--- config.mk ---
export PLATFORM = sky130hd
export DESIGN_NAME = decode_stage_pipe
export DESIGN_NICKNAME = d
export VERILOG_FILES = /design/src/rtl/decode_stage_pipe.sv
export SDC_FILE = /design/constraint.sdc
export NUM_CORES = 1
export LEC_CHECK = 0
export CORE_MARGIN = 4
export CORE_UTILIZATION = 43
export DETAILED_ROUTE_END_ITERATION = 10
export PLACE_DENSITY = 0.75
export SYNTH_ARGS = -nofsm -noshare
export SYNTH_HDL_FRONTEND = slang
export SYNTH_SLANG_ARGS = --single-unit
--- constraint.sdc ---
create_clock -name iCLK -period 1.4 [get_ports iCLK]
set_input_delay 0.21 -clock iCLK [delete_from_list [all_inputs] [get_ports iCLK]]
set_output_delay 0.21 -clock iCLK [all_outputs]
set_load 0.1 [all_outputs]
--- src/rtl/decode_stage_pipe.sv ---
// rtl/decode_stage_pipe.sv - elastic decode stage with 2-entry skid buffer between fetch and execute
//
// Purpose:
//   Splits an instruction word into opcode, destination/source register indices,
//   an extended immediate and a src2-select bit. The decoded bundle is registered
//   in a main slot (M) that drives the outputs. A second skid slot (S) lets fetch
//   complete one more transfer while execute stalls. Outputs are driven only from
//   registers.
//
// Optional feature:
//   Define DECODE_ILLEGAL_CHECK_EN to add parameter NUM_OPS. Any opcode >= NUM_OPS
//   is still forwarded, but it carries oILLEGAL=1. Without the macro, oILLEGAL is 0.
//
// Ports:
//   iCLK                 clock, rising edge
//   iRST                 asynchronous active-low reset
//   iVALID / oREADY      upstream handshake; oREADY is high when the skid slot is empty
//   iINSTRUCTION         instruction word [INSN_W]
//   iFLUSH               drops both buffered bundles at the next edge
//   oVALID / iREADY      downstream handshake
//   oEXE_OP              opcode [OP_W]
//   oIN1_IDX, oIN2_IDX   source register indices [IDX_W]
//   oDST_IDX             destination register index [IDX_W]
//   oIMM_VAL             zero- or sign-extended immediate [DATA_W]
//   oSRC2_IS_REG_OR_IMM  1 = src2 is the immediate, 0 = src2 is the register
//   oDEC_CNT             bundles handed downstream, wraps [CNT_W]
//   oILLEGAL             opcode out of range (only with DECODE_ILLEGAL_CHECK_EN)

module decode_stage_pipe #(
    parameter int INSN_W   = 16,
    parameter int OP_W     = 4,
    parameter int IDX_W    = 2,
    parameter int IMM_W    = 8,
    parameter int DATA_W   = 8,
    parameter int IMM_SEXT = 0,
    parameter int CNT_W    = 16
`ifdef DECODE_ILLEGAL_CHECK_EN
    ,
    parameter int NUM_OPS  = 12
`endif
) (
    input  logic              iCLK,
    input  logic              iRST,
    input  logic              iVALID,
    output logic              oREADY,
    input  logic [INSN_W-1:0] iINSTRUCTION,
    input  logic              iFLUSH,
    output logic              oVALID,
    input  logic              iREADY,
    output logic [OP_W-1:0]   oEXE_OP,
    output logic [IDX_W-1:0]  oIN1_IDX,
    output logic [IDX_W-1:0]  oIN2_IDX,
    output logic [IDX_W-1:0]  oDST_IDX,
    output logic [DATA_W-1:0] oIMM_VAL,
    output logic              oSRC2_IS_REG_OR_IMM,
    output logic [CNT_W-1:0]  oDEC_CNT,
    output logic              oILLEGAL
);

    // The register index fields sit directly below the opcode, one after another.
    localparam int OP_HI  = INSN_W - 1;
    localparam int DST_HI = OP_HI - OP_W;
    localparam int IN1_HI = DST_HI - IDX_W;
    localparam int IN2_HI = IN1_HI - IDX_W;

    typedef struct packed {
        logic              illegal;
        logic              src2_imm;
        logic [DATA_W-1:0] imm;
        logic [IDX_W-1:0]  in2;
        logic [IDX_W-1:0]  in1;
        logic [IDX_W-1:0]  dst;
        logic [OP_W-1:0]   op;
    } bundle_t;

    typedef enum logic [1:0] {
        ST_EMPTY = 2'd0,
        ST_BUSY  = 2'd1,
        ST_FULL  = 2'd2
    } state_t;

    state_t            state_q;
    state_t            state_d;
    bundle_t           dec_bundle;
    bundle_t           m_q;
    bundle_t           s_q;
    logic [CNT_W-1:0]  cnt_q;
    logic [IMM_W-1:0]  imm_raw;
    logic [DATA_W-1:0] imm_ext;
    logic              in_xfer;
    logic              out_xfer;
    logic              load_m_in;
    logic              load_m_skid;
    logic              load_s;

    // ------------------------------------------------------------------
    // Combinational decode of the incoming word
    // ------------------------------------------------------------------
    assign imm_raw = iINSTRUCTION[IMM_W-1:0];

    generate
        if (DATA_W > IMM_W) begin : g_imm_extend
            logic ext_bit;
            assign ext_bit = (IMM_SEXT != 0) ? imm_raw[IMM_W-1] : 1'b0;
            assign imm_ext = {{(DATA_W-IMM_W){ext_bit}}, imm_raw};
        end else begin : g_imm_pass
            assign imm_ext = imm_raw;
        end
    endgenerate

`ifdef DECODE_ILLEGAL_CHECK_EN
    // One extra bit lets NUM_OPS == 2**OP_W mean "every opcode is legal".
    localparam logic [OP_W:0] NUM_OPS_V = (OP_W+1)'(NUM_OPS);
    logic dec_illegal;
    assign dec_illegal = ({1'b0, iINSTRUCTION[OP_HI -: OP_W]} >= NUM_OPS_V);
`else
    logic dec_illegal;
    assign dec_illegal = 1'b0;
`endif

    always_comb begin
        dec_bundle          = '0;
        dec_bundle.op       = iINSTRUCTION[OP_HI  -: OP_W];
        dec_bundle.dst      = iINSTRUCTION[DST_HI -: IDX_W];
        dec_bundle.in1      = iINSTRUCTION[IN1_HI -: IDX_W];
        dec_bundle.in2      = iINSTRUCTION[IN2_HI -: IDX_W];
        dec_bundle.imm      = imm_ext;
        dec_bundle.src2_imm = iINSTRUCTION[OP_HI];
        dec_bundle.illegal  = dec_illegal;
    end

    // ------------------------------------------------------------------
    // Handshakes. Ready and valid both come from the registered state only.
    // ------------------------------------------------------------------
    assign oREADY   = (state_q != ST_FULL);
    assign oVALID   = (state_q != ST_EMPTY);
    assign in_xfer  = iVALID && oREADY;
    assign out_xfer = oVALID && iREADY;

    // ------------------------------------------------------------------
    // Occupancy FSM
    // ------------------------------------------------------------------
    always_ff @(posedge iCLK or negedge iRST) begin
        if (!iRST) begin
            state_q <= ST_EMPTY;
        end else begin
            state_q <= state_d;
        end
    end

    always_comb begin
        state_d     = state_q;
        load_m_in   = 1'b0;
        load_m_skid = 1'b0;
        load_s      = 1'b0;
        if (iFLUSH) begin
            // A flush overrides any input transfer in the same cycle.
            state_d = ST_EMPTY;
        end else begin
            case (state_q)
                ST_EMPTY: begin
                    if (in_xfer) begin
                        load_m_in = 1'b1;
                        state_d   = ST_BUSY;
                    end
                end
                ST_BUSY: begin
                    if (in_xfer && out_xfer) begin
                        load_m_in = 1'b1;
                    end else if (out_xfer) begin
                        state_d = ST_EMPTY;
                    end else if (in_xfer) begin
                        // Downstream stalled, so the new word goes to the skid slot.
                        load_s  = 1'b1;
                        state_d = ST_FULL;
                    end
                end
                ST_FULL: begin
                    if (out_xfer) begin
                        load_m_skid = 1'b1;
                        state_d     = ST_BUSY;
                    end
                end
                default: state_d = ST_EMPTY;
            endcase
        end
    end

    // ------------------------------------------------------------------
    // Bundle storage. Slot contents persist while the slot is invalid, so the
    // outputs keep their last value. The only exception is the illegal flag,
    // which a flush clears.
    // ------------------------------------------------------------------
    always_ff @(posedge iCLK or negedge iRST) begin
        if (!iRST) begin
            m_q <= '0;
            s_q <= '0;
        end else if (iFLUSH) begin
            m_q.illegal <= 1'b0;
            s_q.illegal <= 1'b0;
        end else begin
            if (load_m_in) begin
                m_q <= dec_bundle;
            end else if (load_m_skid) begin
                m_q <= s_q;
            end
            if (load_s) begin
                s_q <= dec_bundle;
            end
        end
    end

    // Any output transfer is counted, including one in a flush cycle.
    always_ff @(posedge iCLK or negedge iRST) begin
        if (!iRST) begin
            cnt_q <= '0;
        end else if (out_xfer) begin
            cnt_q <= cnt_q + CNT_W'(1);
        end
    end

    assign oEXE_OP             = m_q.op;
    assign oDST_IDX            = m_q.dst;
    assign oIN1_IDX            = m_q.in1;
    assign oIN2_IDX            = m_q.in2;
    assign oIMM_VAL            = m_q.imm;
    assign oSRC2_IS_REG_OR_IMM = m_q.src2_imm;
    assign oILLEGAL            = m_q.illegal;
    assign oDEC_CNT            = cnt_q;

endmodule

==> metrics.md, run 1 <==
| Metric | Value |
|---|---|
| Synth Instances | between 150 and 200 |
| Crit path depth | 3 |
| Netlist cell types | 29 |
| Final nets | 286 |
| Worst rel slew slack | about 72% |
| Worst Path Buf+Inv | 2 |
| First-pass GRT wire length | roughly 8700 um |
| Origin of the critical flop-to-flop path | state_q[1]$_DFFE_PN0P_ |
| Worst setup path start | state_q[1]$_DFFE_PN0P_ |
| P&R area growth vs syn | 68.7% |
| Kind of critical path | flop to primary output |
| Worst Reg2Reg Path Length in Cells | 4 |
| Hold WS | between 0.4 and 0.5 ns |
| R2r setup slk | -0.09 ns |
| RSZ-0062 raised after global routing | yes |
| Vias in the first global route | between 1500 and 2000 |
| Setup ws final | -0.0890 ns |
| Fillers | between 200 and 300 |
| CP cell instances | buf_6 > or2_4 > buf_12 |
| Synth Cell Area | 2210 sq um |
| # setup viols final | 38 |
| Worst Path Required | around 1.2 ns |
| Die Y | approximately 80 um |
| Critical path endpoint | oVALID |
| FF-to-FF End | s_q[7]$_DFFE_PN0P_ |
| Share of the yosys chip area belonging to registers | between 50% and 60% |
| CP max FO | 4 |
| Status | complete, but fails checks |
| Clock transition at path regs | 0.09 ns |
| Pins Over Slew Limit | 0 |
| Final ANT Viol Nets | 0 |
| Max Cap Viol | 0 |
| DR DRC count | 0 |
| Crit path time final | about 1.5 ns |
| Initial core utilization | between 40% and 50% |
| Arrival time of the worst setup path | roughly 1.3 ns |
| Post-synth EDFFs | 0 |
| Clk sinks | just over 50 |
| Io pins | slightly below 60 |
| Net Count, Synth | around 210 |
| Tcrit/Tclk final | 106% |
| Row Count | 25 |
| Synth Warn # | 0 |
| CTS Root Cell | clkbuf_8 |
| CP Capture Type | primary output |
| Power Density | approximately 1500 nW/um^2 |
| Antenna diodes | 0 |
| Hold crit path type | input port to asynchronous set/reset pin |
| Peak supply drop | between 1 and 1.5 mV |
| CTS tree | built |
| First-pass iteration count of the detailed router | 4 |
| Die area | around 6400 sq um |
| Syn_area_per_cell | between 10 and 15 sq um |
| Drt total wl | 5430 um |
| Startpoint types | flop |
| GRT Overall Usage | between 10% and 20% |
| Clock Skew | roughly 0.005 ns |
| Routed WL per cell | 16.4 um |
| Post-place setup slack | -0.348 ns |
| H-Tree Depth | 2 |
| I/O Buffers | 58 |
| Post-DR vias/cell | roughly 5 |
| DP Wirelength | between 3000 and 4000 um |
| Fmax achieved | approximately 670 MHz |
| Grt ovf | 0 |
| Leakage | 0.00158 uW |
| Failing checks | negative setup slack |
| Routed vias | between 1500 and 2000 |
| Final Util | 77.0% |
| RePlAce Congestion | 0.858 |
| Crit-path slowest cell | dfrtp_2 |
| Initial antenna violation count | 0 |
| Largest net degree at the start of global routing | 52 |
| Top post-synthesis cells by area | dfrtp_1, mux2_2, nand2_1 |
| Clock Latency Late Sink | 0.30 ns |
| Synthesized flop and latch total | a little over 50 |
| Worst-Margin Slew | roughly 0.41 ns |
| Critical Path Max Stage Delay | 0.45 ns |
| Main synth FF type | dfrtp_1 |
| Synth area leader | dfrtp_1 |
| Setup TNS | -1.58 ns |
| Top cell type's share of synthesized area | 57.7% |
| Num CTS Buffers | 5 |
| Final hold violations | 0 |
| Core Area | ~4800 sq um |
| Asr flop ratio synth | 100% |
| Layout cell share with drive strength beyond 1 | about half |
| Initial DRC count | 84 |
| Top delay family on crit path | flip-flops |
| CTS Buffer Depth | 2 |
| Die width | around 80 um |
-- cells in the final DEF (no fill, tap or decap), types with 2 or more instances in the layout --
| cell | Yosys | layout |
|---|---|---|
| a22oi_2 | 0 | 15 |
| mux2_4 | 0 | 12 |
| dfrtp_2 | 0 | 5 |
| dfrtp_1 | 51 | 33 |
| buf_12 | 0 | 41 |
| nand4_1 | 5 | 5 |
| clkbuf_8 | 0 | 6 |
| nand2_1 | 44 | 43 |
| nand3_1 | 7 | 5 |
| nor2_1 | 4 | 2 |
| xnor2_1 | 14 | 14 |
| inv_1 | 4 | 3 |
| mux2_2 | 16 | 4 |
| and3_4 | 0 | 2 |
| buf_6 | 5 | 2 |
| dfrtp_4 | 0 | 13 |
| buf_4 | 3 | 11 |
| clkdlybuf4s50_1 | 0 | 19 |
| a21oi_1 | 2 | 2 |
-- area by class of cell --
cell class / count / area, sq um / area share, %
sequential: 51 / 1330 / 35.6
timing repair buffer: 75 / 1130 / 30.3
multi-input combinational: 127 / 1060 / 28.3
tap: 67 / 83.8 / 2.24
clock buffer: 6 / 82.6 / 2.21
clock inverter: 2 / 35.0 / 0.938
inverter: 4 / 15.0 / 0.402
-- flip-flops by register name, indices dropped and copies added, names as in the netlist --
register,count
oDEC_CNT,16
oDST_IDX,2
oEXE_OP,3
oILLEGAL,1
oIMM_VAL,8
oIN1_IDX,2
oSRC2_IS_REG_OR_IMM,1
s_q,16
state_q,2
-- Yosys cell counts, types with 2 or more instances --
| library cell | number |
|---|---|
| a22oi_1 | 16 |
| nand2_1 | 44 |
| nand4_1 | 5 |
| mux2_2 | 16 |
| nor2_1 | 4 |
| nand3_1 | 7 |
| dfrtp_1 | 51 |
| and3_1 | 2 |
| inv_1 | 4 |
| buf_6 | 5 |
| a21oi_1 | 2 |
| buf_4 | 3 |
| xnor2_1 | 14 |
| o21ai_0 | 2 |
-- worst min-delay path by stage --
| stage | from | end | cells after the start |
|---|---|---|---|
| 2_1_floorplan | iRST | oDEC_CNT[13]$_DFFE_PN0N_ | 0 |
| 3_3_place_gp | iRST | oIMM_VAL[1]$_DFFE_PN0P_ | 2 |
| 3_5_place_dp | iRST | oIMM_VAL[1]$_DFFE_PN0P_ | 2 |
| 4_1_cts | iRST | oIMM_VAL[1]$_DFFE_PN0P_ | 3 |
| 5_1_grt | iRST | oIMM_VAL[5]$_DFFE_PN0P_ | 3 |
| 6_report | iRST | oIMM_VAL[2]$_DFFE_PN0P_ | 3 |
-- worst register-to-register path: stages, from the launching register on --
cell      delay [ns]
dfrtp_2         0.45
nand2b_4        0.16
nor3_4          0.22
buf_12          0.20
mux2_2          0.35
-- logic make-up (layout without fill, tap and decap cells) --
group	after synthesis	after routing	synth area share [%]
xor gates and xnor gates	15	15	5.94
DFF	51	51	57.7
AOI/OAI and AO/OA	23	23	8.03
muxes	16	16	8.14
buffers and inverters	13	87	4.41
adders and majority gates	1	1	0.565
and+or+nand+nor	71	72	15.3
-- per-stage QoR --
| step | cells | cell area, sq um | total power [uW] |
|---|---|---|---|
| 2_1_floorplan | 190 | 2390 | 3620 |
| 3_3_place_gp | 321 | 3500 | 4570 |
| 3_5_place_dp | 321 | 3500 | 4620 |
| 4_1_cts | 332 | 3680 | 5710 |
| 5_1_grt | 332 | 3730 | 5940 |
| 6_report | 332 | 3730 | 5740 |
-- metal layers --
layer,track usage (%),vias to the layer above,share of wire [%],routed length (um)
met5,0,-,0,0
met4,5.57,0,1.3,70
met2,30.0,34,51,2780
li1,-,798,-,-
met1,23.3,850,44,2370
met3,4.18,6,3.9,211
-- repair_timing --
action / in CTS / in global routing
setup endpoints to repair: 27 / 48
hold endpoints to repair: 51 / 0
buffers inserted: 1 / 0
hold buffers: 1 / 0
gates resized for setup: 12 / 14
pin swaps: 5 / 8
cloned: 1 / 0
-- report_power, final --
group          leakage [uW]  internal (uW)  total, uW  switching (uW)
combinational      0.000898            995       2520            1530
sequential         0.000623           1800       2160             356
clock             0.0000612            579       1070             488
No activity file was read; power rests on OpenSTA's default activity.
==> inputs of run 2 (changes only) <==
--- a/config.mk
+++ b/config.mk
@@ -5,7 +5,6 @@
 export SDC_FILE = /design/constraint.sdc
 export NUM_CORES = 1
 export LEC_CHECK = 0
-export CORE_MARGIN = 4
 export CORE_UTILIZATION = 43
 export DETAILED_ROUTE_END_ITERATION = 10
 export PLACE_DENSITY = 0.75
==> run 2 against run 1 <==
  * The run still ends with negative setup slack left
  * Maximum frequency decreased by 2.4%
  * Critical path depth did not move
  * Clock power hardly changed
  * Final cell count up 0.30%
  * Sequential share of layout area decreased by 0.11 points
  * Die area shrank 14%
  * Non-clock buffer count up 1
  * Highest routed layer unchanged
  * Worst hold slack worse by 0.17 ns
  * First-iteration DRC count increased by 29%
==> metrics.md, run 2 (synthesis results as in run 1) <==
| Metric | Value |
|---|---|
| Leakage | 0.00161 uW (+1.6%) |
| Final hold violations | 0 (unchanged) |
| Clock transition at path regs | 0.09 ns (about the same) |
| First-pass iteration count of the detailed router | 4 (unchanged) |
| P&R area growth vs syn | 69.0% |
| Routed vias | 1721 (+2.0%) |
| M2 GR Usage | 35.6% (+5.6 points) |
| Met3 global-route usage | 5.08% (+0.90 points) |
| Drt total wl | 5380 um (-1.1%) |
| Most frequent cells in the layout | nand2_1, buf_12, dfrtp_1 |
| Initial core utilization | 45.7% (unchanged) |
| Hold crit path type | input port to flop |
| Crit-path slowest cell | dfrtp_1 |
| First-pass GRT wire length | 8420 um (-2.6%) |
| Worst setup path start | state_q[1]$_DFFE_PN0P_ |
| Largest net degree at the start of global routing | 52 (unchanged) |
| RePlAce Congestion | 0.785 (-8.5%) |
| Worst rel slew slack | 74.4% (+2.1 points) |
| Row Count | 25 (unchanged) |
| Clk sinks | 51 (unchanged) |
| Die Y | 73.7 um (-7.5%) |
| Final Util | 77.1% (+0.10 points) |
| Critical Path Max Stage Delay | 0.42 ns (-0.03 ns) |
| Post-DR vias/cell | 5.17 (+1.6%) |
| Layout cell share with drive strength beyond 1 | 48.1% (-0.94 points) |
| Setup ws final | -0.126 ns (-0.0373 ns) |
| Arrival time of the worst setup path | 1.32 ns (+0.04 ns) |
| Pins Over Slew Limit | 0 (unchanged) |
| Max Cap Viol | 0 (unchanged) |
| Final ANT Viol Nets | 0 (unchanged) |
| Top delay family on crit path | flip-flops |
| Worst Path Buf+Inv | 2 (unchanged) |
| Grt ovf | 0 (unchanged) |
| CP Capture Type | primary output |
| H-Tree Depth | 2 (unchanged) |
| CP max FO | 5 (+1) |
| DP Wirelength | 3580 um (+0.80%) |
| Post-Place Cells | 320 (-0.31%) |
| Antenna diodes | 0 (unchanged) |
| Crit path time final | 1.53 ns (+0.0373 ns) |
| Non-Filler Cell Area, Final | 3740 sq um (+0.13%) |
| Worst-Margin Slew | 0.382 ns (-0.0314 ns) |
| Initial antenna violation count | 0 (unchanged) |
| Core Area | 4850 sq um (unchanged) |
| CTS tree | built |
| Clock Latency Late Sink | 0.31 ns (about the same) |
| Worst Path Required | 1.19 ns (about the same) |
| Kind of critical path | flop to primary output |
| GRT Overall Usage | 20.9% (+2.9 points) |
| Status | complete, but fails checks |
| # setup viols final | 18 (-53%) |
| Clock Skew | 0.0107 ns (+0.00560 ns) |
| RSZ-0062 raised after global routing | yes |
| Final non-filler cell total | 333 (+0.30%) |
| Startpoint types | flop |
| CTS Root Cell | clkbuf_8 |
| Failing checks | negative setup slack |
| Top Usage Layer GRT | met2 |
| Die width | 73.7 um (-7.5%) |
| Origin of the critical flop-to-flop path | state_q[1]$_DFFE_PN0P_ |
| Die area | 5440 sq um (-14%) |
| Fmax achieved | 655 MHz (-2.4%) |
| Final nets | 287 (+0.35%) |
| Initial DRC count | 108 (+29%) |
| Commonest non-fill, non-tap cell in the layout | nand2_1 |
| Tcrit/Tclk final | 109% (+2.7 points) |
| Peak supply drop | 1.29 mV (+27%) |
| Post-DP Area | 3480 sq um (-0.57%) |
| Power Density | 1540 nW/um^2 (+0.16%) |
| CP cell instances | buf_6 > or2b_1 > buf_12 |
| Vias in the first global route | 1772 (+2.8%) |
| DR DRC count | 0 (unchanged) |
| Hold_sp | iFLUSH |
| Met1 global-route usage | 26.3% (+3.0 points) |
| Setup TNS | -0.831 ns (+0.754 ns) |
| R2r setup slk | -0.05 ns (+0.04 ns) |
| CTS Buffer Depth | 2 (unchanged) |
| Io pins | 59 (unchanged) |
| I/O Buffers | 58 (unchanged) |
| Num CTS Buffers | 5 (unchanged) |
| Routed WL per cell | 16.1 um (-1.4%) |
run 2: where the power goes:
part	total [uW]	internal, uW	switching, uW	leakage (uW)
sequential	2160	1800	356	0.000626
combinational	2550	1020	1530	0.000920
clock	1060	579	478	0.0000612
run 2: repair_timing:
action,in CTS,in global routing
hold buffers,1,0
pin swaps,2,6
gates cloned,1,0
setup endpoints to repair,40,40
setup buffers,2,1
hold endpoints to repair,51,0
gates resized for setup,6,24
run 2: area by class of cell:
cell class,count,area (sq um)
Tap cell,67,83.8
Clock inverter,2,35.0
Clock buffer,6,82.6
Sequential cell,51,1330
Multi-Input combinational cell,127,1060
Inverter,4,15.0
Fill cell,296,1110
Timing Repair Buffer,76,1130
run 2: metrics by stage:
step                      total power (uW)  setup WS [ns]  hold slack (ns)
after floorplan                       3620         -0.113          -0.0856
after global placement                4560         -0.375            0.234
after detailed placement              4620         -0.447            0.234
after CTS                             5680         -0.121            0.344
after global routing                  5960         -0.165            0.278
final                                 5760         -0.126            0.243
run 2: worst paths after layout:
check | depth (start not counted) | endpoint
setup / recovery | 3 | oREADY
hold / removal | 2 | oILLEGAL$_DFFE_PN0P_
setup reg to reg | 4 | s_q[17]$_DFFE_PN0P_
hold reg to reg | 2 | oDST_IDX[1]$_DFFE_PN0P_
max in group asynchronous | 3 | oDEC_CNT[7]$_DFFE_PN0N_
min in group asynchronous | 3 | s_q[5]$_DFFE_PN0P_
run 2: routing by layer:
layer  vias to the layer above  share of wire, %
li1                        803                 -
met2                        29                53
met4                         0               1.4
met1                       882                44
met5                         -                 0
met3                         7               2.3
